--- config.mk ---
export PLATFORM = sky130hd
export DESIGN_NAME = ex_arith_hilo_flat
export DESIGN_NICKNAME = d
export VERILOG_FILES = /design/src/rtl/ex_arith_hilo_pkg.sv /design/src/rtl/ex_arith_hilo_if.sv /design/src/rtl/ex_arith_hilo_adder.sv /design/src/rtl/ex_arith_hilo_divider.sv /design/src/rtl/ex_arith_hilo_hilo_gen.sv /design/src/rtl/ex_arith_hilo.sv /design/src/flat_wrapper.sv
export SDC_FILE = /design/constraint.sdc
export NUM_CORES = 1
export LEC_CHECK = 0
export CORE_MARGIN = 3
export CORE_UTILIZATION = 26
export DETAILED_ROUTE_END_ITERATION = 6
export SYNTH_ARGS = -nofsm -noshare
export SYNTH_HDL_FRONTEND = slang
export SYNTH_SLANG_ARGS = --single-unit
--- constraint.sdc ---
create_clock -name clk -period 7.03 [get_ports clk]
set_clock_uncertainty 0.05 [all_clocks]
set_input_delay 0.703 -clock clk [delete_from_list [all_inputs] [get_ports clk]]
set_output_delay 0.703 -clock clk [all_outputs]
set_load 0.02 [all_outputs]
--- src/rtl/ex_arith_hilo_pkg.sv ---
// Shared widths, MIPS R-type funct codes and divider state encoding for the
// execute-stage arithmetic / HI-LO slice.
package ex_arith_hilo_pkg;

  localparam int DATA_BUS        = 32;
  localparam int DOUBLE_DATA_BUS = 64;
  localparam int FUNCT_BUS       = 6;

  localparam logic [FUNCT_BUS-1:0] FUNCT_ADD   = 6'h20;
  localparam logic [FUNCT_BUS-1:0] FUNCT_ADDU  = 6'h21;
  localparam logic [FUNCT_BUS-1:0] FUNCT_SUB   = 6'h22;
  localparam logic [FUNCT_BUS-1:0] FUNCT_SUBU  = 6'h23;
  localparam logic [FUNCT_BUS-1:0] FUNCT_MFHI  = 6'h10;
  localparam logic [FUNCT_BUS-1:0] FUNCT_MTHI  = 6'h11;
  localparam logic [FUNCT_BUS-1:0] FUNCT_MFLO  = 6'h12;
  localparam logic [FUNCT_BUS-1:0] FUNCT_MTLO  = 6'h13;
  localparam logic [FUNCT_BUS-1:0] FUNCT_MULT  = 6'h18;
  localparam logic [FUNCT_BUS-1:0] FUNCT_MULTU = 6'h19;
  localparam logic [FUNCT_BUS-1:0] FUNCT_DIV   = 6'h1A;
  localparam logic [FUNCT_BUS-1:0] FUNCT_DIVU  = 6'h1B;

  typedef enum logic [1:0] {
    DIV_IDLE,
    DIV_BUSY,
    DIV_DONE
  } div_state_t;

  function automatic logic is_div(input logic [FUNCT_BUS-1:0] f);
    return (f == FUNCT_DIV) || (f == FUNCT_DIVU);
  endfunction

  function automatic logic is_mult(input logic [FUNCT_BUS-1:0] f);
    return (f == FUNCT_MULT) || (f == FUNCT_MULTU);
  endfunction

endpackage

--- src/rtl/ex_arith_hilo_if.sv ---
// ID/EX-side bundle of the arithmetic/HI-LO slice: decode selects, operands,
// multiplier result, HI/LO read values in; results and HI/LO write request out.
interface ex_arith_hilo_if;
  import ex_arith_hilo_pkg::*;

  logic [FUNCT_BUS-1:0]       funct;
  logic                       add_en;
  logic                       div_en;
  logic                       hilo_en;
  logic [DATA_BUS-1:0]        operand_1;
  logic [DATA_BUS-1:0]        operand_2;
  logic [DOUBLE_DATA_BUS-1:0] mult_result;
  logic                       mult_done;
  logic [DATA_BUS-1:0]        hi_read_data;
  logic [DATA_BUS-1:0]        lo_read_data;

  logic [DATA_BUS-1:0]        adder_result;
  logic                       overflow_flag;
  logic [DOUBLE_DATA_BUS-1:0] div_result;
  logic                       div_done;
  logic                       stall_request;
  logic [DATA_BUS-1:0]        hilo_result;
  logic [DATA_BUS-1:0]        hi_write_data;
  logic [DATA_BUS-1:0]        lo_write_data;
  logic                       hilo_write_en;

  modport master (
    output funct, add_en, div_en, hilo_en, operand_1, operand_2,
           mult_result, mult_done, hi_read_data, lo_read_data,
    input  adder_result, overflow_flag, div_result, div_done, stall_request,
           hilo_result, hi_write_data, lo_write_data, hilo_write_en
  );

  modport slave (
    input  funct, add_en, div_en, hilo_en, operand_1, operand_2,
           mult_result, mult_done, hi_read_data, lo_read_data,
    output adder_result, overflow_flag, div_result, div_done, stall_request,
           hilo_result, hi_write_data, lo_write_data, hilo_write_en
  );

endinterface

--- src/rtl/ex_arith_hilo_adder.sv ---
// Combinational 32-bit add/subtract with trapping-op signed overflow detection.
module ex_arith_hilo_adder
  import ex_arith_hilo_pkg::*;
#(
  parameter int DATA_W = DATA_BUS
) (
  input  logic [FUNCT_BUS-1:0]     funct,
  input  logic                     add_en,
  input  logic signed [DATA_W-1:0] operand_1,
  input  logic signed [DATA_W-1:0] operand_2,
  output logic [DATA_W-1:0]        adder_result,
  output logic                     overflow_flag
);

  logic signed [DATA_W-1:0] addend;
  logic signed [DATA_W-1:0] sum;
  logic                     is_add;
  logic                     is_sub;
  logic                     trap_op;

  always_comb begin
    is_add  = (funct == FUNCT_ADD) || (funct == FUNCT_ADDU);
    is_sub  = (funct == FUNCT_SUB) || (funct == FUNCT_SUBU);
    trap_op = (funct == FUNCT_ADD) || (funct == FUNCT_SUB);
    addend  = is_sub ? -operand_2 : operand_2;
    sum     = operand_1 + addend;

    adder_result  = '0;
    overflow_flag = 1'b0;
    if (add_en && (is_add || is_sub)) begin
      adder_result = sum;
      // Same-signed inputs producing an opposite-signed sum is the overflow case.
      overflow_flag = trap_op
                   && (operand_1[DATA_W-1] == addend[DATA_W-1])
                   && (sum[DATA_W-1] != operand_1[DATA_W-1]);
    end
  end

endmodule

--- src/rtl/ex_arith_hilo_divider.sv ---
// Sequential restoring divider: capture, DATA_W shift/subtract iterations,
// then a one-cycle DONE with the sign-corrected {remainder, quotient}.
module ex_arith_hilo_divider
  import ex_arith_hilo_pkg::*;
#(
  parameter int DATA_W = DATA_BUS
) (
  input  logic                  clk,
  input  logic                  rst,
  input  logic [FUNCT_BUS-1:0]  funct,
  input  logic                  div_en,
  input  logic [DATA_W-1:0]     operand_1,
  input  logic [DATA_W-1:0]     operand_2,
  output logic [2*DATA_W-1:0]   div_result,
  output logic                  div_done
);

  localparam int CNT_W = $clog2(DATA_W);
  localparam logic [CNT_W-1:0] LAST_ITER = CNT_W'(DATA_W - 1);

  function automatic logic [DATA_W-1:0] negate(input logic [DATA_W-1:0] v);
    return (~v) + DATA_W'(1);
  endfunction

  function automatic logic [DATA_W-1:0] magnitude(input logic signed [DATA_W-1:0] v);
    return v[DATA_W-1] ? negate(v) : v;
  endfunction

  div_state_t        state;
  logic [CNT_W-1:0]  count;
  logic [DATA_W-1:0] divisor;
  logic [DATA_W-1:0] quo;
  logic [DATA_W-1:0] rem;
  logic              neg_quo;
  logic              neg_rem;
  logic              start;
  logic [DATA_W:0]   shifted;
  logic [DATA_W:0]   trial;
  logic [DATA_W-1:0] rem_next;
  logic [DATA_W-1:0] quo_next;

  assign start = (state == DIV_IDLE) && div_en && is_div(funct);

  // A zero divisor never borrows, so the quotient fills with ones and the
  // remainder ends up holding the dividend magnitude.
  always_comb begin
    shifted = {rem, quo[DATA_W-1]};
    trial   = shifted - {1'b0, divisor};
    if (!trial[DATA_W]) begin
      rem_next = trial[DATA_W-1:0];
      quo_next = {quo[DATA_W-2:0], 1'b1};
    end else begin
      rem_next = shifted[DATA_W-1:0];
      quo_next = {quo[DATA_W-2:0], 1'b0};
    end
  end

  always_ff @(posedge clk) begin
    if (rst) begin
      state      <= DIV_IDLE;
      count      <= '0;
      div_done   <= 1'b0;
      div_result <= '0;
    end else begin
      case (state)
        DIV_IDLE: begin
          if (start) begin
            state <= DIV_BUSY;
            count <= '0;
          end
        end
        DIV_BUSY: begin
          count <= count + CNT_W'(1);
          if (count == LAST_ITER) begin
            state      <= DIV_DONE;
            div_done   <= 1'b1;
            div_result <= {neg_rem ? negate(rem_next) : rem_next,
                           neg_quo ? negate(quo_next) : quo_next};
          end
        end
        DIV_DONE: begin
          state    <= DIV_IDLE;
          div_done <= 1'b0;
        end
        default: state <= DIV_IDLE;
      endcase
    end
  end

  // Working registers carry no reset: they are always reloaded at capture.
  always_ff @(posedge clk) begin
    if (start) begin
      rem <= '0;
      if (funct == FUNCT_DIV) begin
        quo     <= magnitude(operand_1);
        divisor <= magnitude(operand_2);
        neg_quo <= operand_1[DATA_W-1] ^ operand_2[DATA_W-1];
        neg_rem <= operand_1[DATA_W-1];
      end else begin
        quo     <= operand_1;
        divisor <= operand_2;
        neg_quo <= 1'b0;
        neg_rem <= 1'b0;
      end
    end else if (state == DIV_BUSY) begin
      rem <= rem_next;
      quo <= quo_next;
    end
  end

endmodule

--- src/rtl/ex_arith_hilo_hilo_gen.sv ---
// HI/LO access generator: MFHI/MFLO read mux and prioritised HI/LO write request.
module ex_arith_hilo_hilo_gen
  import ex_arith_hilo_pkg::*;
#(
  parameter int DATA_W = DATA_BUS
) (
  input  logic [FUNCT_BUS-1:0] funct,
  input  logic                 hilo_en,
  input  logic                 div_done,
  input  logic [2*DATA_W-1:0]  div_result,
  input  logic                 mult_done,
  input  logic [2*DATA_W-1:0]  mult_result,
  input  logic [DATA_W-1:0]    operand_1,
  input  logic [DATA_W-1:0]    hi_read_data,
  input  logic [DATA_W-1:0]    lo_read_data,
  output logic [DATA_W-1:0]    hilo_result,
  output logic [DATA_W-1:0]    hi_write_data,
  output logic [DATA_W-1:0]    lo_write_data,
  output logic                 hilo_write_en
);

  always_comb begin
    hilo_write_en = 1'b0;
    hi_write_data = hi_read_data;
    lo_write_data = lo_read_data;
    if (div_done && is_div(funct)) begin
      hilo_write_en = 1'b1;
      {hi_write_data, lo_write_data} = div_result;
    end else if (mult_done && is_mult(funct)) begin
      hilo_write_en = 1'b1;
      {hi_write_data, lo_write_data} = mult_result;
    end else if (hilo_en && (funct == FUNCT_MTHI)) begin
      hilo_write_en = 1'b1;
      hi_write_data = operand_1;
    end else if (hilo_en && (funct == FUNCT_MTLO)) begin
      hilo_write_en = 1'b1;
      lo_write_data = operand_1;
    end
  end

  always_comb begin
    hilo_result = '0;
    if (hilo_en && (funct == FUNCT_MFHI)) hilo_result = hi_read_data;
    else if (hilo_en && (funct == FUNCT_MFLO)) hilo_result = lo_read_data;
  end

endmodule

--- src/rtl/ex_arith_hilo.sv ---
// Execute-stage arithmetic/HI-LO slice: adder, sequential divider and HI/LO
// access generator, plus the divide stall request.
module ex_arith_hilo
  import ex_arith_hilo_pkg::*;
(
  input logic           clk,
  input logic           rst,
  ex_arith_hilo_if.slave bus
);

  ex_arith_hilo_adder #(.DATA_W(DATA_BUS)) u_adder (
    .funct         (bus.funct),
    .add_en        (bus.add_en),
    .operand_1     (bus.operand_1),
    .operand_2     (bus.operand_2),
    .adder_result  (bus.adder_result),
    .overflow_flag (bus.overflow_flag)
  );

  ex_arith_hilo_divider #(.DATA_W(DATA_BUS)) u_divider (
    .clk        (clk),
    .rst        (rst),
    .funct      (bus.funct),
    .div_en     (bus.div_en),
    .operand_1  (bus.operand_1),
    .operand_2  (bus.operand_2),
    .div_result (bus.div_result),
    .div_done   (bus.div_done)
  );

  ex_arith_hilo_hilo_gen #(.DATA_W(DATA_BUS)) u_hilo_gen (
    .funct         (bus.funct),
    .hilo_en       (bus.hilo_en),
    .div_done      (bus.div_done),
    .div_result    (bus.div_result),
    .mult_done     (bus.mult_done),
    .mult_result   (bus.mult_result),
    .operand_1     (bus.operand_1),
    .hi_read_data  (bus.hi_read_data),
    .lo_read_data  (bus.lo_read_data),
    .hilo_result   (bus.hilo_result),
    .hi_write_data (bus.hi_write_data),
    .lo_write_data (bus.lo_write_data),
    .hilo_write_en (bus.hilo_write_en)
  );

  assign bus.stall_request = bus.div_en & ~bus.div_done;

endmodule

--- src/flat_wrapper.sv ---
// flat-port wrapper written by rule: the top's interface ports become plain ports
module ex_arith_hilo_flat import ex_arith_hilo_pkg::*;
  (clk, rst, bus_funct, bus_add_en, bus_div_en, bus_hilo_en, bus_operand_1, bus_operand_2, bus_mult_result, bus_mult_done, bus_hi_read_data, bus_lo_read_data, bus_adder_result, bus_overflow_flag, bus_div_result, bus_div_done, bus_stall_request, bus_hilo_result, bus_hi_write_data, bus_lo_write_data, bus_hilo_write_en);
  ex_arith_hilo_if bus_i ();
  input logic clk;
  input logic rst;
  input wire logic [$bits(bus_i.funct)-1:0] bus_funct;
  input wire logic [$bits(bus_i.add_en)-1:0] bus_add_en;
  input wire logic [$bits(bus_i.div_en)-1:0] bus_div_en;
  input wire logic [$bits(bus_i.hilo_en)-1:0] bus_hilo_en;
  input wire logic [$bits(bus_i.operand_1)-1:0] bus_operand_1;
  input wire logic [$bits(bus_i.operand_2)-1:0] bus_operand_2;
  input wire logic [$bits(bus_i.mult_result)-1:0] bus_mult_result;
  input wire logic [$bits(bus_i.mult_done)-1:0] bus_mult_done;
  input wire logic [$bits(bus_i.hi_read_data)-1:0] bus_hi_read_data;
  input wire logic [$bits(bus_i.lo_read_data)-1:0] bus_lo_read_data;
  output wire logic [$bits(bus_i.adder_result)-1:0] bus_adder_result;
  output wire logic [$bits(bus_i.overflow_flag)-1:0] bus_overflow_flag;
  output wire logic [$bits(bus_i.div_result)-1:0] bus_div_result;
  output wire logic [$bits(bus_i.div_done)-1:0] bus_div_done;
  output wire logic [$bits(bus_i.stall_request)-1:0] bus_stall_request;
  output wire logic [$bits(bus_i.hilo_result)-1:0] bus_hilo_result;
  output wire logic [$bits(bus_i.hi_write_data)-1:0] bus_hi_write_data;
  output wire logic [$bits(bus_i.lo_write_data)-1:0] bus_lo_write_data;
  output wire logic [$bits(bus_i.hilo_write_en)-1:0] bus_hilo_write_en;
  assign bus_i.funct = bus_funct;
  assign bus_i.add_en = bus_add_en;
  assign bus_i.div_en = bus_div_en;
  assign bus_i.hilo_en = bus_hilo_en;
  assign bus_i.operand_1 = bus_operand_1;
  assign bus_i.operand_2 = bus_operand_2;
  assign bus_i.mult_result = bus_mult_result;
  assign bus_i.mult_done = bus_mult_done;
  assign bus_i.hi_read_data = bus_hi_read_data;
  assign bus_i.lo_read_data = bus_lo_read_data;
  assign bus_adder_result = bus_i.adder_result;
  assign bus_overflow_flag = bus_i.overflow_flag;
  assign bus_div_result = bus_i.div_result;
  assign bus_div_done = bus_i.div_done;
  assign bus_stall_request = bus_i.stall_request;
  assign bus_hilo_result = bus_i.hilo_result;
  assign bus_hi_write_data = bus_i.hi_write_data;
  assign bus_lo_write_data = bus_i.lo_write_data;
  assign bus_hilo_write_en = bus_i.hilo_write_en;
  ex_arith_hilo u_core (.clk(clk), .rst(rst), .bus(bus_i));
endmodule
==> impl_metrics.tcl <==
set metrics [dict create \
    setup_viol_count_final 0 \
    yosysWarnings 0 \
    routed_via_density 5.44 \
    whs_endpoint "u_core.u_divider.count[4]" \
    fp-row-count 89 \
    place_congestion 0.979 \
    r2r_start "u_core.u_divider.quo[31]" \
    core_sq_um 59100 \
    wl_per_cell_um 23.4 \
    synth_common_cells "nand2_1, nor2_1, o21ai_0, a21oi_1, dfxtp_1" \
    vdd_ir_drop_max_mv 0.176 \
    slowest_stage "clkdlybuf4s50_1" \
    tns_ns 0 \
    fmax_mhz 149 \
    dp_hpwl_um 60700 \
    hold_depth 2 \
    crit_required_ns 6.28 \
    portBuffers 399 \
    yosys.cell_count.top_type "nand2_1" \
    r2r_cells 18 \
    relSlewSlack 0.307 \
    synth_seq_cells 170 \
    status "completed" \
    pre_cts_ws_ns -0.0192 \
    nFillCells 6207 \
    start_util 0.263 \
    min_path_type "reg2reg" \
    crit_fanout 5 \
    rsz0062_at_grt "no" \
    power.leakage_nw 7.91 \
    netlist.area_leader.share 0.134 \
    min_from "u_core.u_divider.count[4]" \
    n_antenna_cell 0 \
    cts_tree "built" \
    drive_above_1_share 0.0508 \
    cts_root_buffer "clkbuf_16" \
    syn_area_sq_um 15600 \
    cap_violations 0 \
    first_iter_violations 1230 \
    p_total_mw 4.57 \
    avgSynthCellArea_sq_um 7.36 \
    yosysUniqueCellTypes 88 \
    crit-reg2reg-capture "u_core.u_divider.div_result[28]" \
    grt_max_degree 91 \
    finalMaxSlewViolations 0 \
    r2r_slack_ns 1.15 \
    cpPeakStageDelay_ns 0.62 \
    cts_sinks 170 \
    period_share 0.953 \
    cpMostUsedCell "or3_1" \
    track_usage 0.230 \
    area_growth_syn_to_layout_pct 34.9 \
    fin_crit_ns 6.70 \
    fin_ws_ns 0.328 \
    clkLatencyLatePin_ns 0.46 \
    die_x_um 251 \
    grt_pass1_vias 16800 \
    num_io_pins 400 \
    critPathArrivalTime_ns 5.95 \
    htreeDepth 4 \
    critical_path.cell_chain "clkdlybuf4s50_1, or3_1, nor3_2, and3_1, and2_1, nand3b_1, or3_1, or3_1, or2_2, o21ai_0, xnor2_1, ha_1, o21ai_0, nand2b_1, a21oi_1, a21oi_1, buf_4, a31oi_1, xor2_1, nor2_1, clkdlybuf4s50_1" \
    grt_pass1_wl_um 110000 \
    drtPass1Iterations 5 \
    synth_enable_flop_cells 66 \
    utilization 0.355 \
    route.detailed.drc 0 \
    seq_area_sq_um 4060 \
    worst_slew_pin_slew_ns 1.03 \
    numCtsBuffers 17 \
    endpoint_kind "output pin" \
    power_density_nw_per_um2 218 \
    fin_area_sq_um 21000 \
    hold_viol_final 0 \
    async_flop_share 0 \
    synth_seq_area_share 0.261 \
    dieHeight_um 251 \
    crit_path_start_kind "primary input" \
    synth_top_area_cell "dfxtp_1" \
    clk_pin_slew_ns 0.07 \
    totalWireLength_um 75700 \
    syn_nets 2391 \
    crit_type "in2out" \
    drtAntennaViolNets 0 \
    antenna_found_initial 4 \
    grt_overflow 0 \
    multi_input_area_sq_um 10800 \
    synth_top_cells_by_area "dfxtp_1, edfxtp_1, nand2_1" \
    clockBufferDepth 2 \
    placed_cell_area_sq_um 20300 \
    synthCells 2115 \
    nets 2726 \
    die_area_sq_um 62900 \
    synth_flop_cell "dfxtp_1" \
    num_vias 17600 \
]
==> cell type report <==
cell class	count	area share
Clock buffer	17	0.0202
Clock inverter	15	0.00929
Inverter	65	0.0116
Multi-Input combinational cell	1755	0.514
Sequential cell	170	0.193
Tap cell	773	0.0460
Timing Repair Buffer	441	0.206
==> power breakdown <==
part           internal (mW)  switching [mW]
Sequential              1.10           0.118
Combinational          0.907            1.46
Clock                  0.488           0.498
==> worst max-delay path, delay by kind of cell <==
kind                       cells  cell delay (ns)
AOI/OAI and AO/OA              5             0.73
and+or+nand+nor               10             2.55
buffers and inverters          3             1.31
xor gates and xnor gates       2             0.29
adders and majority gates      1             0.38
==> worst max path at each step <==
stage | start | end | slack [ns] | depth (start not counted)
2_1_floorplan | bus_operand_2[1] | bus_overflow_flag | 1.21 | 18
3_3_place_gp | bus_operand_2[1] | bus_adder_result[30] | -0.1 | 24
3_5_place_dp | bus_operand_2[2] | bus_adder_result[30] | -0.02 | 19
4_1_cts | bus_operand_2[2] | bus_adder_result[30] | 0.03 | 19
5_1_grt | bus_operand_2[1] | bus_adder_result[29] | 0.02 | 22
6_report | bus_operand_2[2] | bus_adder_result[29] | 0.33 | 21
==> routing by layer <==
| layer | GRT usage | routed length, um | vias to the layer above | part of all wire |
|---|---|---|---|---|
| li1 | - | - | 8297 | - |
| met1 | 0.306 | 33400 | 8442 | 0.44 |
| met2 | 0.381 | 34900 | 760 | 0.46 |
| met3 | 0.0417 | 5270 | 99 | 0.070 |
| met4 | 0.0687 | 2040 | 8 | 0.027 |
| met5 | 0 | 55 | - | 0.00073 |
==> kinds of logic after synthesis <==
| kind of cell | after synthesis | share of synthesized area |
|---|---|---|
| and+or+nand+nor | 843 | 0.249 |
| AOI/OAI and AO/OA | 597 | 0.239 |
| buffers and inverters | 190 | 0.0497 |
| xor gates and xnor gates | 179 | 0.101 |
| DFF | 170 | 0.261 |
| adders and majority gates | 72 | 0.0588 |
| muxes | 64 | 0.0418 |
==> per-stage QoR <==
stage	instances	hold slack, ns
6_report	3236	0.425
5_1_grt	3236	0.455
4_1_cts	3236	0.425
3_5_place_dp	3204	0.415
3_3_place_gp	3204	0.409
2_1_floorplan	2115	0.401
==> layout by cell type (no fill, tap or decap), types with 70 or more instances in the layout <==
cell type,Yosys,routed
ha_1,70,70
o21ai_0,140,140
clkdlybuf4s50_1,0,393
xor2_1,81,81
nor2_1,224,222
a31oi_1,73,73
a21oi_1,127,127
o22ai_1,71,71
nand2_1,343,343
dfxtp_1,104,104
xnor2_1,98,98
==> registers in the layout, summed over array words and instances (netlist names) <==
name                         count
u_core.u_divider.neg_quo         1
u_core.u_divider.state           2
u_core.u_divider.count           5
u_core.u_divider.divisor        32
u_core.u_divider.rem            32
u_core.u_divider.div_result     64
u_core.u_divider.div_done        1
u_core.u_divider.neg_rem         1
u_core.u_divider.quo            32
==> timing repair <==
action | in CTS | in global routing
gates resized for setup | 1 | 12
hold buffers | 0 | 0
endpoints found under the setup margin | 2 | 7
setup buffers | 0 | 0
(Power assumes the default switching activity.)
